$ cat config.mk
export PLATFORM = sky130hd
export DESIGN_NAME = scr1_jtag_host
export DESIGN_NICKNAME = d
export VERILOG_FILES = /design/src/rtl/scr1_jtag_host.sv
export SDC_FILE = /design/constraint.sdc
export NUM_CORES = 1
export LEC_CHECK = 0
export CAP_MARGIN = 20
export CORE_MARGIN = 2
export CORE_UTILIZATION = 40
export CTS_CLUSTER_DIAMETER = 80
export DETAILED_ROUTE_END_ITERATION = 10
export HOLD_SLACK_MARGIN = 0.08
export PLACE_DENSITY = 0.68
export SYNTH_ARGS = -nofsm -noshare
export SYNTH_HDL_FRONTEND = slang
export SYNTH_SLANG_ARGS = --single-unit
$ cat constraint.sdc
create_clock -name clk -period 11.8 [get_ports clk]
set_input_delay 3.54 -clock clk [delete_from_list [all_inputs] [get_ports clk]]
set_output_delay 3.54 -clock clk [all_outputs]
set_load 0.01 [all_outputs]
$ cat src/rtl/scr1_jtag_host.sv
// JTAG host engine: turns RESET/IR/DR/IDLE scan commands into TCK/TMS/TDI waveforms
// for the scr1 debug TAP and returns the captured TDO bits.
module scr1_jtag_host #(
    parameter int unsigned DATA_W  = 64,
    parameter int unsigned CLK_DIV = 2,
    parameter int unsigned LEN_W   = $clog2(DATA_W) + 1
) (
    input  logic              clk,
    input  logic              rst,
    input  logic              cmd_valid,
    output logic              cmd_ready,
    input  logic [1:0]        cmd_op,
    input  logic [LEN_W-1:0]  cmd_len,
    input  logic [DATA_W-1:0] cmd_data,
    output logic              rsp_valid,
    input  logic              rsp_ready,
    output logic [DATA_W-1:0] rsp_data,
    output logic              jtag_tck,
    output logic              jtag_tms,
    output logic              jtag_tdi,
    output logic              jtag_trst_n,
    input  logic              jtag_tdo
);

    // Wide enough for the longest IR scan or IDLE count, plus the prefix cycle.
    localparam int unsigned CYC_W =
        (($clog2(DATA_W + 8) > LEN_W) ? $clog2(DATA_W + 8) : LEN_W) + 1;
    localparam int unsigned DIV_W = (CLK_DIV > 1) ? $clog2(CLK_DIV) : 1;

    localparam logic [1:0] OpReset = 2'd0;
    localparam logic [1:0] OpIr    = 2'd1;
    localparam logic [1:0] OpDr    = 2'd2;

    typedef enum logic [1:0] {StIdle, StRun, StResp} state_t;

    state_t              state_q, state_d;
    logic [1:0]          op_q;
    logic [CYC_W-1:0]    k_q, n_q;
    logic                pre_q;
    logic [CYC_W:0]      h_q;
    logic [DIV_W-1:0]    div_q;
    logic [DATA_W-1:0]   data_q, bit_q, rsp_q;
    logic                tck_q, tms_q, tdi_q, trst_n_q, at_rti_q;

    logic                accept, tick, done;
    logic [CYC_W-1:0]    len_ext, k_c, n_c, cyc_c, cp, hdr;
    logic                pre_c, scan_q, in_pre, shift_c, tms_c, tdi_c;

    assign cmd_ready   = (state_q == StIdle) && trst_n_q;
    assign rsp_valid   = (state_q == StResp);
    assign rsp_data    = rsp_q;
    assign jtag_tck    = tck_q;
    assign jtag_tms    = tms_q;
    assign jtag_tdi    = tdi_q;
    assign jtag_trst_n = trst_n_q;
    assign accept      = cmd_valid && cmd_ready;

    // Command decode at acceptance: effective length and total TCK count.
    always_comb begin
        len_ext = CYC_W'(cmd_len);
        k_c     = len_ext;
        if ((cmd_op == OpIr || cmd_op == OpDr) &&
            (len_ext == '0 || len_ext > CYC_W'(DATA_W))) begin
            k_c = CYC_W'(DATA_W);
        end
        pre_c = (cmd_op != OpReset) && !at_rti_q;
        unique case (cmd_op)
            OpReset: n_c = CYC_W'(6);
            OpIr:    n_c = k_c + CYC_W'(6);
            OpDr:    n_c = k_c + CYC_W'(5);
            default: n_c = k_c;
        endcase
        n_c = n_c + CYC_W'(pre_c);
    end

    // Per-cycle TMS/TDI decode; h_q counts half periods, even = falling edge.
    always_comb begin
        cyc_c   = h_q[CYC_W:1];
        scan_q  = (op_q == OpIr) || (op_q == OpDr);
        in_pre  = pre_q && (cyc_c == '0);
        cp      = cyc_c - CYC_W'(pre_q);
        hdr     = (op_q == OpIr) ? CYC_W'(4) : CYC_W'(3);
        shift_c = scan_q && !in_pre && (cp >= hdr) && (cp < hdr + k_q);
        tdi_c   = shift_c && |(data_q & bit_q);
        unique case (op_q)
            OpReset:    tms_c = (cp < CYC_W'(5));
            OpIr, OpDr: tms_c = !in_pre && ((cp < hdr - CYC_W'(2)) ||
                                            (cp == hdr + k_q - CYC_W'(1)) ||
                                            (cp == hdr + k_q));
            default:    tms_c = 1'b0;
        endcase
        tick = (state_q == StRun) && (div_q == '0);
        done = tick && !h_q[0] && (cyc_c == n_q);
    end

    always_comb begin
        state_d = state_q;
        unique case (state_q)
            StIdle:  if (accept) state_d = StRun;
            StRun:   if (done) state_d = StResp;
            StResp:  if (rsp_ready) state_d = StIdle;
            default: state_d = StIdle;
        endcase
    end

    always_ff @(posedge clk or posedge rst) begin
        if (rst) begin
            state_q <= StIdle;
        end else begin
            state_q <= state_d;
        end
    end

    always_ff @(posedge clk or posedge rst) begin
        if (rst) begin
            op_q     <= OpReset;
            k_q      <= '0;
            n_q      <= '0;
            pre_q    <= 1'b0;
            h_q      <= '0;
            div_q    <= '0;
            data_q   <= '0;
            bit_q    <= '0;
            rsp_q    <= '0;
            tck_q    <= 1'b0;
            tms_q    <= 1'b1;
            tdi_q    <= 1'b0;
            trst_n_q <= 1'b0;
            at_rti_q <= 1'b0;
        end else begin
            trst_n_q <= 1'b1;
            if (accept) begin
                op_q   <= cmd_op;
                k_q    <= k_c;
                n_q    <= n_c;
                pre_q  <= pre_c;
                h_q    <= '0;
                div_q  <= '0;
                data_q <= cmd_data;
                bit_q  <= DATA_W'(1);
                rsp_q  <= '0;
            end else if (state_q == StRun) begin
                if (tick) begin
                    div_q <= DIV_W'(CLK_DIV - 1);
                    h_q   <= h_q + 1'b1;
                    if (!h_q[0]) begin
                        tck_q <= 1'b0;
                        if (done) begin
                            tms_q    <= 1'b0;
                            tdi_q    <= 1'b0;
                            at_rti_q <= 1'b1;
                        end else begin
                            tms_q <= tms_c;
                            tdi_q <= tdi_c;
                        end
                    end else begin
                        tck_q <= 1'b1;
                        // bit_q marks the current shift position for both TDI and TDO.
                        if (shift_c) begin
                            rsp_q <= rsp_q | (bit_q & {DATA_W{jtag_tdo}});
                            bit_q <= bit_q << 1;
                        end
                    end
                end else begin
                    div_q <= div_q - 1'b1;
                end
            end
        end
    end

endmodule
==> flow_summary.toml, run 1 <==
[critical_path]
path_class = "in -> reg"
r2r_end = "bit_q[43]$_DFFE_PP0P_"
timing.rr.start = "op_q[1]$_DFFE_PP0P_"
critical_path.max_fanout = 6
endpoint_kind = "register"
required_ns = 12.16
r2r_slack_ns = 7.26
reg2regPathDepth = 18
arrival_ns = 6.62
critPathLaunchType = "input port"

[drt]
wl_met1_mm = 13.7
wl_met3_mm = 1.37
vias = 8547
vias_per_cell = 5.21
drc = 0
drt_iter0_drc = 670
routed.top_layer = "met4"
dr_wl_met2_mm = 13.3
wl_per_cell_um = 17.7
wl_mm = 29.0
ant_nets = 0
firstDrtPassIters = 5

[cts]
cts_hold_buf = 0
clock_path_buffers = 3
cts_root_buffer = "clkbuf_16"
path_clk_slew_ns = 0.06
cts_tree = "done"
cts_resized = 0
htree_levels = 1
numCtsBuffers = 25
cts_setup_buffers = 0
insertion_delay_ns = 0.52
cts_sinks = 227

[hold_path]
whs_path_depth = 2
worstHoldPathType = "reg -> reg"
min_to = "data_q[55]$_DFFE_PP0P_"
hp-start = "data_q[55]$_DFFE_PP0P_"

[placement]
dp_hpwl_mm = 20.0
numPortBuffers = 147
place.gp.congestion = 0.838
placed_cell_area_sq_um = 12300

[job]
max_cap_viol_count = 0

[synth]
yosysWarnings = 0
synth_common_cells = "nand2_1, dfrtp_1, nor2_1"
synth-edff-count = 0
ys_seq_elements = 227
postSynth.asyncResetShare_pct = 100
synth_cell_types = 67
synth_flop_cell = "dfrtp_1"
synthCells = 1172
netlist_top_cells_area = "dfrtp_1, nand2_1, a21oi_1"
syn_area_sq_um = 10600
yosysSeqAreaShare_pct = 53.7
post-synth-top-area-cell = "dfrtp_1"
yosysMostFrequentCell = "nand2_1"
synth_top_area_share_pct = 53.4
synth_area_per_cell_sq_um = 9.03
syn_nets = 1279

[timing]
finalCriticalPeriod_ns = 6.26
tns_ns = 0
fmax_mhz = 160
hold_viol_final = 0
finalSetupViolations = 0
worst_pin_slew_ns = 0.935
clock_skew_ns = 0.0116
final_max_slew_viol_count = 0
min_period_over_period_pct = 53.0
rsz0062_at_grt = "no"
slew_headroom_pct = 37.7

[global_route]
grt_max_degree = 154
grt_usage_pct = 20.8
antenna_found_initial = 1
grt_pass1_vias = 8399
grt_first_pass_wirelength_mm = 46.8
grt_overflow = 0

[die]
die_h_um = 167
core_area_sq_um = 26000
dieWidth_um = 167
num_io_pins = 148
die_area_sq_um = 27800
num_rows = 59
initial_core_util_pct = 40.7

[power]
power_density_nw_per_um2 = 226
leakage_nw = 6.11
ir_drop_v = 0.000114

[finish]
finalInstanceArea_sq_um = 13100
layout.nets = 1393
area_delta_synth_final_pct = 24.1
drive_above_1_share_pct = 5.21

[run_status]
outcome = "finished clean"
stage by stage:
stage	power [mW]	hold slack, ns	worst slack [ns]	std cells	util, %
finish	2.96	0.473	5.54	1641	50.6
global route	3.18	0.485	5.29	1640	50.5
CTS	2.98	0.478	5.60	1638	50.3
detailed placement	2.19	0.463	5.07	1592	47.2
global placement	2.16	0.459	5.14	1592	47.2
floorplan	1.85	0.441	2.04	1172	-
cells by family after synthesis:
logic type	share of synthesized area, %
simple gates	21.4
compound gates	14.0
flops	53.7
buf+inv	3.57
xor+xnor	3.81
fa+ha+maj	3.43
other cells	0.0354
mux	0.0946
routing by layer:
layer	global-route usage, %	vias up
met5	0	-
met4	4.76	0
met3	2.61	37
met2	32.4	222
met1	31.1	4120
li1	-	4168
critical path: stages:
cell	delay [ns]
clkdlybuf4s50_1	0.53
inv_1	0.08
ha_1	0.37
nand2_1	0.18
nand2_1	0.19
inv_1	0.06
ha_1	0.24
nor2_1	0.10
mux2i_1	0.07
o221ai_1	0.32
and3_1	0.26
nand2_1	0.08
nor4_1	0.31
xor2_1	0.18
o21ai_0	0.09
registers in the layout, summed over array words and instances (netlist names), 2 cells and up:
signal and cells:
bit_q 64, data_q 64, h_q 9, k_q 7
n_q 8, op_q 2, rsp_data 64, state_q 2
worst max path at each step:
stage,startpoint,to,slack [ns],cells after the start
global route,cmd_op[0],n_q[7]$_DFFE_PP0P_,5.29,15
CTS,cmd_op[0],n_q[7]$_DFFE_PP0P_,5.60,15
detailed placement,cmd_op[0],n_q[7]$_DFFE_PP0P_,5.07,15
finish,cmd_op[0],n_q[7]$_DFFE_PP0P_,5.54,15
global placement,cmd_op[0],n_q[7]$_DFFE_PP0P_,5.14,15
floorplan,rst,at_rti_q$_DFFE_PP0P_,2.04,1
report_power, final:
part	internal [mW]	total [mW]	switching, mW
Clock	0.462	0.780	0.318
Combinational	0.382	0.906	0.524
Sequential	1.03	1.28	0.244
Total	1.88	2.96	1.09
final cells by class:
cell class | count | area [sq um]
sequential | 227 | 5680
multi-input combinational | 855 | 4550
antenna | 1 | 2.50
fill | 2454 | 12800
clock buffer | 34 | 699
tap | 335 | 419
inverter | 23 | 93.8
timing repair buffer | 154 | 1560
clock inverter | 12 | 126
cell usage in the layout, fill, tap and decap left out, types with 3 or more instances in the layout:
master,instances
a21oi_1,85
xor2_1,23
buf_4,5
ha_1,29
nand2_1,357
clkbuf_1,5
a221oi_1,17
inv_1,21
clkbuf_16,25
o21ai_0,76
and2_1,4
dfrtp_1,226
o21ai_1,13
nor2_1,86
a31oi_1,3
clkinv_2,6
xnor2_1,18
nand4_1,14
nor3b_1,5
nor3_1,12
o31ai_1,8
a22o_1,16
nor4_1,5
clkbuf_8,4
nor2b_1,5
clkdlybuf4s50_1,147
nand2b_1,8
nand3_1,18
or4_1,4
(Power assumes the default switching activity.)
==> inputs of run 2 (changes only) <==
PLACE_DENSITY = 0.71   (was 0.68)
clock period = 5.63 ns   (was 11.8 ns; I/O delays follow)
==> flow_summary.toml, run 2 (same netlist as run 1, synthesis figures left out) <==
[critical_path]
critPathLaunchType = "register"
reg2regPathDepth = 18
cp_cell_sequence = "inv_1, ha_1, inv_1, ha_1, nand2b_1, a22oi_1, o21ai_0, and2_1, ha_1, o21ai_0, a21oi_1, a211oi_1, o41ai_2, a21oi_4, buf_4, buf_16, nand3_1, o21ai_0"
r2r_slack_ns = 1.14
arrival_ns = 4.87
slowest_stage = "o41ai_2"
path_class = "reg -> reg"
endpoint_kind = "register"
timing.rr.start = "op_q[1]$_DFFE_PP0P_"
required_ns = 6.02
r2r_end = "bit_q[6]$_DFFE_PP0P_"
slowest_delay_ns = 0.66
critical_path.max_fanout = 107

[global_route]
grt_max_degree = 128
grt_pass1_vias = 8383
grtUsageMet2_pct = 31.6
grt_first_pass_wirelength_mm = 45.9
use_met1_pct = 29.6
grt_usage_pct = 20.3
grt-busiest-layer = "met2"
grt_overflow = 0
gr-usage-met3_pct = 3.14
antenna_found_initial = 1

[placement]
place_ws_ns = 0.777
numPortBuffers = 147
dp_hpwl_mm = 19.4
place.gp.congestion = 0.824
place_inst = 1593
placed_cell_area_sq_um = 12300

[cts]
htree_levels = 1
cts_setup_buffers = 0
cts_tree = "done"
cts_sinks = 227
clock_path_buffers = 3
insertion_delay_ns = 0.53
path_clk_slew_ns = 0.06
cts_hold_buf = 0
cts_resized = 0
cts_root_buffer = "clkbuf_16"
numCtsBuffers = 24

[power]
switchingPower_mw = 2.24
swShare_pct = 35.6
combPwrFrac_pct = 30.2
p_int_mw = 4.05
power_density_nw_per_um2 = 477
power.total_mw = 6.29
power.share.clock_pct = 27.4
ir_drop_v = 0.000223
leakage_nw = 6.13
seqPwrFrac_pct = 42.4

[finish]
area_delta_synth_final_pct = 24.8
final_common_cell = "nand2_1"
drive_above_1_share_pct = 5.00
seq_area_sq_um = 5680
finalNonFillerCells = 1636
multi_input_area_sq_um = 4550
final_core_util_pct = 50.8
antenna_cells = 0
finalInstanceArea_sq_um = 13200
layout_common_cells = "nand2_1, dfrtp_1, clkdlybuf4s50_1"
fillers = 2367
layout.nets = 1392

[timing]
worst_pin_slew_ns = 0.928
worst_slack_ns = 1.14
slew_headroom_pct = 38.1
hold_viol_final = 0
finalCriticalPeriod_ns = 4.49
min_period_over_period_pct = 79.7
final_max_slew_viol_count = 0
fmax_mhz = 223
clock_skew_ns = 0.0192
tns_ns = 0
hold_ws_ns = 0.468
finalSetupViolations = 0
rsz0062_at_grt = "no"

[run_status]
outcome = "finished clean"

[drt]
wl_mm = 28.3
vias_per_cell = 5.29
drc = 0
firstDrtPassIters = 5
ant_nets = 0
vias = 8657
wl_per_cell_um = 17.3
drt_iter0_drc = 888

[hold_path]
hp-start = "at_rti_q$_DFFE_PP0P_"
worstHoldPathType = "reg -> reg"
whs_path_depth = 1
min_to = "at_rti_q$_DFFE_PP0P_"

[die]
num_io_pins = 148
dieWidth_um = 167
die_h_um = 167
die_area_sq_um = 27800
core_area_sq_um = 26000
initial_core_util_pct = 40.7
num_rows = 59

[job]
max_cap_viol_count = 0
-- run 2: cell count changes in the layout (fill, tap and decap cells not counted), sizes merged --
| cell | change |
|---|---|
| clkinv | -3 |
| inv | -3 |
| bufinv | +3 |
| diode | -1 |
| clkbuf | -1 |
-- run 2: area by class of cell --
cell class / count / share of cell area, %
Clock inverter: 9 / 1.40
Multi-Input combinational cell: 855 / 34.5
Tap cell: 335 / 3.17
Clock buffer: 33 / 5.18
Inverter: 23 / 0.682
Timing Repair Buffer: 154 / 12.1
Sequential cell: 227 / 43.0
-- run 2: worst max-delay path by stage --
stage	start	endpoint	slack [ns]
CTS	op_q[1]$_DFFE_PP0P_	bit_q[12]$_DFFE_PP0P_	1.01
global route	op_q[1]$_DFFE_PP0P_	bit_q[6]$_DFFE_PP0P_	0.70
finish	op_q[1]$_DFFE_PP0P_	bit_q[6]$_DFFE_PP0P_	1.14
global placement	cmd_op[0]	n_q[7]$_DFFE_PP0P_	0.82
detailed placement	cmd_op[1]	n_q[7]$_DFFE_PP0P_	0.78
floorplan	rst	at_rti_q$_DFFE_PP0P_	0.98
-- run 2: power by group through the flow --
stage | sequential (mW) | combinational [mW] | clock [mW]
floorplan | 2.51 | 1.36 | 0
global placement | 2.67 | 1.85 | 0
detailed placement | 2.69 | 1.89 | 0
CTS | 2.66 | 1.90 | 1.75
global route | 2.74 | 2.16 | 1.82
finish | 2.67 | 1.90 | 1.72
-- run 2: critical path: cells and delay by family (launching register included) --
family / cells / cell delay (ns)
adder cells (fa/ha/maj): 3 / 0.88
AND/OR/NAND/NOR: 3 / 0.50
buffers and inverters: 4 / 0.71
AO/OA/AOI/OAI: 8 / 1.84
flip-flops: 1 / 0.38
-- run 2: layer usage --
metal | vias up | share of wire, %
met5 | - | 0.039
met4 | 2 | 2.6
met3 | 56 | 5.4
met2 | 275 | 45
met1 | 4154 | 47
li1 | 4170 | -
==> edit (flow settings as in run 1) <==
Set the parameter `CLK_DIV` to 4 (it was 2).
--- a/src/rtl/scr1_jtag_host.sv
+++ b/src/rtl/scr1_jtag_host.sv
@@ -4,3 +4,3 @@
     parameter int unsigned DATA_W  = 64,
-    parameter int unsigned CLK_DIV = 2,
+    parameter int unsigned CLK_DIV = 4,
     parameter int unsigned LEN_W   = $clog2(DATA_W) + 1
Check against the original RTL: same outputs for any inputs over 4 cycles, from zero or initial values and one cycle with rst high; that may be too few to reach the edited logic, so the function may still have changed.
==> edit against run 1 <==
- routed wire length decreased by 0.49%
- first-iteration DRC count increased by 22%
- cell area rose by 1.8%
- count of clock-buffer cells in the layout grew 1
- total power decreased by 8.6%
- highest routed layer unchanged
- clock power grew 13%
- core utilization down 0.35 points
- sequential share of layout area decreased by 0.60 points
- worst setup slack worse by 0.19 ns
- global-route usage down 0.34 points
- worst hold slack improved by 0.0033 ns
- synthesized area increased by 1.7%
- sequential cell count grew 1
==> edit: results (changes against run 1) <==
Leak - 6.20 nW (+1.5%)
worst-skew pair later-pin latency - 0.55 ns (+0.03 ns)
Post-DP HPWL - 19.4 mm (-3.0%)
most common library cells after synthesis - sky130_fd_sc_hd__nand2_1, sky130_fd_sc_hd__dfrtp_1, sky130_fd_sc_hd__o21ai_0
wire length per cell - 18.1 um (+2.2%)
actual transition at the worst max-transition pin - 1.12 ns (+0.184 ns)
WP data arrival - 6.86 ns (+0.24 ns)
reg-to-reg critical path endpoint - bit_q[44]
TritonCTS buffer count - 27 (+8.0%)
count of routing violations after the opening detailed-route iteration - 816 (+22%)
synthesized netlist net count - 1,226 (-4.1%)
number of fillers in the final layout - 2,381 (-3.0%)
proportion of layout cells with a drive suffix above 1 - 5.89% (+0.68 points)
worst-case setup slack after placement - 4.88 ns (-0.193 ns)
run status - finished, final reports clean
global-route wire length before repair - 46.4 mm (-0.72%)
worst setup slack after layout - 5.36 ns (-0.186 ns)
Post-Route Skew - 0.0159 ns (+0.00427 ns)
leading post-synthesis cells by cell area - sky130_fd_sc_hd__dfrtp_1, sky130_fd_sc_hd__nand2_1, sky130_fd_sc_hd__a22o_1, sky130_fd_sc_hd__o21ai_0, sky130_fd_sc_hd__ha_1
library cells used by synthesis - 70 (+4.5%)
Final Net Count - 1,343 (-3.6%)
final weighted congestion of routability-driven global placement - 0.863 (+3.0%)
depth of the most critical reg-to-reg path - 17 (-1)
maximum number of pins on one net before global-route repair - 128 (-17%)
diode insertion count for antenna repair - 0 (-1)
highest net fanout along the worst path - 8 (+2)
overall fraction of global-route tracks in use - 20.4% (-0.34 points)
peak ir drop on the vdd network - 0.0899 mV (-21%)
Hold Violations, Final - 0 (unchanged)
==> edit: how the worst min path moves through the flow <==
stage	slack, ns	from	to	cells after the start
final	0.48	data_q[45]	data_q[45]	2
after global routing	0.49	data_q[4]	data_q[4]	2
after CTS	0.48	data_q[54]	data_q[54]	2
after detailed placement	0.46	data_q[20]	data_q[20]	2
after global placement	0.46	data_q[42]	data_q[42]	2
after floorplan	0.44	at_rti_q	at_rti_q	1
==> edit: cells by family after synthesis <==
family | Yosys count | share of synthesized area [%]
muxes | 2 | 0.198
adders and majority gates | 31 | 3.59
DFF | 228 | 53.0
other | 1 | 0.0348
xor gates and xnor gates | 39 | 3.56
AOI/OAI and AO/OA | 241 | 16.2
buffers and inverters | 94 | 4.01
and+or+nand+nor | 482 | 19.4
==> edit: through the flow <==
stage	instance area (um^2)	instances	hold WS [ns]
after global placement	12400	1546	0.459
after CTS	13400	1596	0.480
after detailed placement	12400	1546	0.463
after global routing	13400	1597	0.494
final	13400	1597	0.476
after floorplan	10800	1118	0.441
==> edit: layout make-up <==
cell class	instances	area (um^2)	share of cell area [%]
sequential	228	5710	42.7
clock buffer	35	746	5.57
multi-input combinational	796	4640	34.7
timing repair buffer	155	1540	11.5
clock inverter	15	204	1.52
tap	341	427	3.19
inverter	27	109	0.814
==> edit: where the power goes <==
part / internal, mW / switching, mW
registers: 0.970 / 0.167
clock network: 0.522 / 0.358
logic: 0.301 / 0.389
total: 1.79 / 0.914
==> edit: worst max-delay path, stage by stage <==
cell                              delay, ns
sky130_fd_sc_hd__clkdlybuf4s50_1       0.53
sky130_fd_sc_hd__inv_1                 0.09
sky130_fd_sc_hd__ha_1                  0.43
sky130_fd_sc_hd__nand2_1               0.18
sky130_fd_sc_hd__nand2_1               0.19
sky130_fd_sc_hd__inv_1                 0.06
sky130_fd_sc_hd__ha_1                  0.23
sky130_fd_sc_hd__nor2b_1               0.17
sky130_fd_sc_hd__o21ba_2               0.19
sky130_fd_sc_hd__nor4_1                0.05
sky130_fd_sc_hd__a221oi_1              0.43
sky130_fd_sc_hd__nand2_1               0.15
sky130_fd_sc_hd__nor4b_1               0.37
sky130_fd_sc_hd__xor2_1                0.19
sky130_fd_sc_hd__o21ai_1               0.07
==> edit: per-layer routing <==
metal	share of wire [%]	track usage, %	vias to the layer above
met3	5.7	2.99	49
met2	46	31.7	236
met4	2.3	5.51	0
met5	0	0	-
met1	46	30.1	4215
li1	-	-	4090
